File: src/rtl/hazard_stall_ctrl.sv
// Pipeline sequencer for the 5-stage core: load-use stalls, EX redirects,
// multi-cycle mul/div occupancy of EX and data-memory wait, plus a stall counter.
module hazard_stall_ctrl #(
  parameter int unsigned MD_LAT = 4,
  parameter int unsigned CNT_W  = 16
) (
  input  logic             Clk,
  input  logic             Rst,
  input  logic [4:0]       id_rs1,
  input  logic [4:0]       id_rs2,
  input  logic             id_use_rs1,
  input  logic             id_use_rs2,
  input  logic [4:0]       ex_rd,
  input  logic             ex_mem_read,
  input  logic             ex_md_start,
  input  logic             br_taken_ex,
  input  logic             mem_req,
  input  logic             mem_ready,
  input  logic             perf_clr,
  output logic             pc_we,
  output logic             if_id_we,
  output logic             id_ex_we,
  output logic             ex_mem_we,
  output logic             if_id_flush,
  output logic             id_ex_flush,
  output logic             ex_mem_flush,
  output logic             md_busy,
  output logic [CNT_W-1:0] stall_cycles
);

  localparam int unsigned MD_CNT_W = (MD_LAT > 2) ? $clog2(MD_LAT) : 1;

  typedef enum logic {
    RUN     = 1'b0,
    MD_WAIT = 1'b1
  } state_t;

  state_t              r_state;
  state_t              w_state_nxt;
  logic [MD_CNT_W-1:0] r_md_cnt;
  logic [MD_CNT_W-1:0] w_md_cnt_nxt;
  logic [CNT_W-1:0]    r_stall_cycles;
  logic                w_mem_stall;
  logic                w_load_use;

  assign w_mem_stall = mem_req & ~mem_ready;
  assign w_load_use  = ex_mem_read && (ex_rd != 5'd0) &&
                       ((id_use_rs1 && (id_rs1 == ex_rd)) ||
                        (id_use_rs2 && (id_rs2 == ex_rd)));

  // State and mul/div countdown registers
  always_ff @(posedge Clk or posedge Rst) begin
    if (Rst) begin
      r_state  <= RUN;
      r_md_cnt <= '0;
    end else begin
      r_state  <= w_state_nxt;
      r_md_cnt <= w_md_cnt_nxt;
    end
  end

  // Prioritised hazard resolution; a data-memory wait freezes everything
  always_comb begin
    w_state_nxt  = r_state;
    w_md_cnt_nxt = r_md_cnt;
    pc_we        = 1'b1;
    if_id_we     = 1'b1;
    id_ex_we     = 1'b1;
    ex_mem_we    = 1'b1;
    if_id_flush  = 1'b0;
    id_ex_flush  = 1'b0;
    ex_mem_flush = 1'b0;
    md_busy      = (r_state == MD_WAIT) && !Rst;

    if (Rst) begin
      pc_we     = 1'b0;
      if_id_we  = 1'b0;
      id_ex_we  = 1'b0;
      ex_mem_we = 1'b0;
    end else if (w_mem_stall) begin
      pc_we     = 1'b0;
      if_id_we  = 1'b0;
      id_ex_we  = 1'b0;
      ex_mem_we = 1'b0;
    end else if (r_state == MD_WAIT) begin
      if (r_md_cnt == '0) begin
        w_state_nxt = RUN;
      end else begin
        pc_we        = 1'b0;
        if_id_we     = 1'b0;
        id_ex_we     = 1'b0;
        ex_mem_flush = 1'b1;
        w_md_cnt_nxt = r_md_cnt - MD_CNT_W'(1);
      end
    end else if (br_taken_ex) begin
      if_id_flush = 1'b1;
      id_ex_flush = 1'b1;
    end else if (ex_md_start) begin
      pc_we        = 1'b0;
      if_id_we     = 1'b0;
      id_ex_we     = 1'b0;
      ex_mem_flush = 1'b1;
      w_state_nxt  = MD_WAIT;
      w_md_cnt_nxt = MD_CNT_W'(MD_LAT - 2);
    end else if (w_load_use) begin
      pc_we       = 1'b0;
      if_id_we    = 1'b0;
      id_ex_flush = 1'b1;
    end
  end

  // Saturating count of cycles in which the PC was held
  always_ff @(posedge Clk or posedge Rst) begin
    if (Rst) begin
      r_stall_cycles <= '0;
    end else if (perf_clr) begin
      r_stall_cycles <= '0;
    end else if (!pc_we && !(&r_stall_cycles)) begin
      r_stall_cycles <= r_stall_cycles + CNT_W'(1);
    end
  end

  assign stall_cycles = r_stall_cycles;

endmodule

File: config.mk
export PLATFORM = sky130hd
export DESIGN_NAME = hazard_stall_ctrl
export DESIGN_NICKNAME = d
export VERILOG_FILES = /design/src/rtl/hazard_stall_ctrl.sv
export SDC_FILE = /design/constraint.sdc
export NUM_CORES = 1
export LEC_CHECK = 0
export CAP_MARGIN = 15
export CORE_ASPECT_RATIO = 0.7
export CORE_MARGIN = 5
export CORE_UTILIZATION = 44
export DETAILED_ROUTE_END_ITERATION = 6
export PLACE_DENSITY = 0.8
export REMOVE_ABC_BUFFERS = 1
export SLEW_MARGIN = 15
export SYNTH_ARGS = -nofsm -noshare
export SYNTH_HDL_FRONTEND = slang
export SYNTH_SLANG_ARGS = --single-unit
export TNS_END_PERCENT = 100
File: constraint.sdc
create_clock -name Clk -period 2.5 [get_ports Clk]
set_input_delay 0.5 -clock Clk [delete_from_list [all_inputs] [get_ports Clk]]
set_output_delay 0.5 -clock Clk [all_outputs]
set_load 0.03 [all_outputs]
==> run summary <==
Max-Cap Viols: 0
DIE AREA: 4112 sq um
Starting Density: 0.4576
Fin util: 0.7214
Internal Pwr Total: 0.6858 mW
Row cnt: 16
Synth area leaders: dfrtp_1 (37%), xnor2_1 (6.8%), or4_1 (6.4%), a21oi_1 (5.9%), o31ai_1 (5.9%)
Combinational power share: 0.451
Static leakage: 0.8235 nW
RR Startpoint: stall_cycles[0]
Crit path max fanout: 4
Die W: 74.53 um
Skew final: 0.006127 ns
Placed Area: 1847 sq um
Overflow after GRT: 0
HP Class: flip-flop to flip-flop
Port bufs: 48
Buf+Inv Stages, Crit Path: 4
Seq cells post-synth: 19
Cells after Synth: 145
CP required: 2.00 ns
Place WS: -0.5065 ns
Reg-to-Reg End: stall_cycles[2]
First-pass GRT wire length: 6451 um
GRT Overall Usage: 0.2063
Worst Reg-to-Reg Cells: 6
Filler-free cell count of the finished design: 243
Sink Count: 19
Initial antenna violation count: 0
Nets: 235
Met3 GRT Util: 0.03069
M1 GR Usage: 0.2464
Root Buffer: clkbuf_8
H-tree Lvls: 1
Synth top area share: 0.3707
Unrepaired setup endpoints after global routing: yes
Clock transition at path regs: 0.08 ns
Register area share after synthesis: 0.3707
PwrDens: 550.0 nW/um^2
DRT Wirelength: 4053 um
Layout cells sized above 1: 0.2850
Dpl hpwl: 2958 um
Relative max-transition margin: 0.4925
Met2 usage in global routing: 0.3921
Status: complete, no violations
Synth unique cells: 37
Crit-path cells: clkdlybuf4s15_1 > or4_4 > nor2_4 > nor3b_2 > buf_4 > a31o_4 > inv_4 > buf_6
Num CTS Buffers: 3
Synth warnings: 0
Syn avg cell area: 8.845 sq um
CTS tree: yes
Clock power share: 0.200
Via density: 5.778
Initial DRC Count: 45
Remaining antenna violation count: 0
# IOs: 49
Hold Vio Cnt, Final: 0
Critical Path Start Type: primary input
Global-route layer with the greatest usage: met2
Drt wl/cell: 16.68 um
Via count: 1404
Cell taking the most area after synthesis: dfrtp_1
Crit share post-route: 0.9873
Largest net degree at the start of global routing: 20
R2R Setup Slk: 0.36 ns
Tot Pwr: 1.112 mW
Switch share: 0.3833
Post-route design area: 2022 sq um
Maximum vdd drop: 0.3686 mV
Synth Flop Type: dfrtp_1
Final RePlAce weighted congestion: 0.8391
Cell family with most CP delay: simple AND/OR/NAND/NOR gates
Hold EP: r_md_cnt[1]
Core area: 2803 sq um
Psw: 0.4263 mW
Synthesized area: 1282 sq um
Max clock buf depth: 2
Setup WS post-layout: 0.03180 ns
Crit path DAT: 1.97 ns
Type of the worst setup path: primary input to output pin
Vias in the first global route: 1402
Hold Buf Count CTS: 0
Synth async-reset ratio: 1.000
Max incr delay on CP: 0.56 ns
Critical-path top delay cell: or4_4
DR pass1 iterations: 4
Inst Count DP: 236
Residual DRC count: 0
Post-synth EDFFs: 0
Worst-margin pin slew: 0.7604 ns
Sequential power share: 0.349
Top-count cell post-synth: dfrtp_1
Fmax: 0.4052 GHz
Beginning of the worst hold path: r_md_cnt[1]
Clk_lat worst skew: 0.27 ns
Fin. max-slew vios: 0
Layout area overhead: 57.66%
Post-layout minimum cycle time: 2.468 ns
WHS: 0.5631 ns
Nature of the critical path endpoint: output pin
Setup_tns: 0 ns
Worst hold path stage count: 2
Top post-synthesis cells by count: dfrtp_1 (19), a21oi_1 (15), or4_1 (11), o31ai_1 (10), xnor2_1 (10)
Setup violators final: 0
Die H: 55.17 um
Diode count: 0
==> worst reg2reg max path, cell delays in order (launching register included) <==
cell and delay [ns]:
dfrtp_1 0.47, ha_1 0.27, and3_1 0.27, and3_2 0.46, inv_1 0.12, nand3_1 0.11, mux2_2 0.32
==> what timing repair did <==
item	4_1_cts	5_1_grt
gates resized for setup	22	20
pin swaps	9	8
endpoints found under the setup margin	14	15
setup buffers	3	0
==> cells in the final DEF (no fill, tap or decap), types with 4 or more instances in the layout <==
| cell | n |
|---|---|
| nand3_1 | 8 |
| a21oi_1 | 7 |
| xnor2_1 | 10 |
| buf_4 | 22 |
| or4_4 | 7 |
| clkdlybuf4s50_1 | 34 |
| dfrtp_1 | 19 |
| nand2_1 | 9 |
| o31ai_1 | 10 |
| nor2b_1 | 5 |
| inv_1 | 8 |
| nand4_1 | 6 |
| or4_1 | 4 |
| a21oi_2 | 8 |
| nor2_1 | 7 |
==> kinds of logic after synthesis <==
group	count (synthesis)	share of synthesized area
simple gates	58	0.2556
compound gates	36	0.1873
flops	19	0.3707
buf+inv	18	0.07804
xor+xnor	10	0.06829
mux	2	0.02048
fa+ha+maj	2	0.01951
==> cell type report <==
cell class                      instances  area (sq um)
Clock inverter                          1         5.005
Sequential cell                        19         475.5
Inverter                                9         36.28
Timing Repair Buffer                   67         613.1
Multi-Input combinational cell        108         805.8
Clock buffer                            3         41.29
Fill cell                             195         780.7
Tap cell                               36         45.04
==> power by group through the flow <==
| stage | clock [mW] | combinational (mW) | sequential (mW) |
|---|---|---|---|
| 5_1_grt | 0.233 | 0.540 | 0.395 |
| 2_1_floorplan | 0 | 0.219 | 0.402 |
| 4_1_cts | 0.226 | 0.491 | 0.387 |
| 3_5_place_dp | 0 | 0.452 | 0.391 |
| 6_report | 0.222 | 0.501 | 0.388 |
| 3_3_place_gp | 0 | 0.439 | 0.387 |
==> worst max-delay path by stage <==
stage | start | to | depth (start not counted)
floorplan | mem_ready | id_ex_flush | 4
global placement | ex_rd[1] | id_ex_flush | 6
detailed placement | ex_rd[1] | id_ex_flush | 6
CTS | id_rs1[1] | stall_cycles[13] | 11
global route | ex_rd[2] | if_id_we | 8
finish | ex_rd[2] | pc_we | 8
==> registers in the layout (all words and copies together) (netlist names) <==
register / cells
r_md_cnt: 2
r_state: 1
stall_cycles: 16
==> per-layer routing <==
| layer | part of all wire | vias up |
|---|---|---|
| met5 | 0 | - |
| met4 | 0.0035 | 0 |
| met3 | 0.034 | 2 |
| met2 | 0.54 | 37 |
| met1 | 0.42 | 706 |
| li1 | - | 659 |
Power figures use the tool's default switching activity.
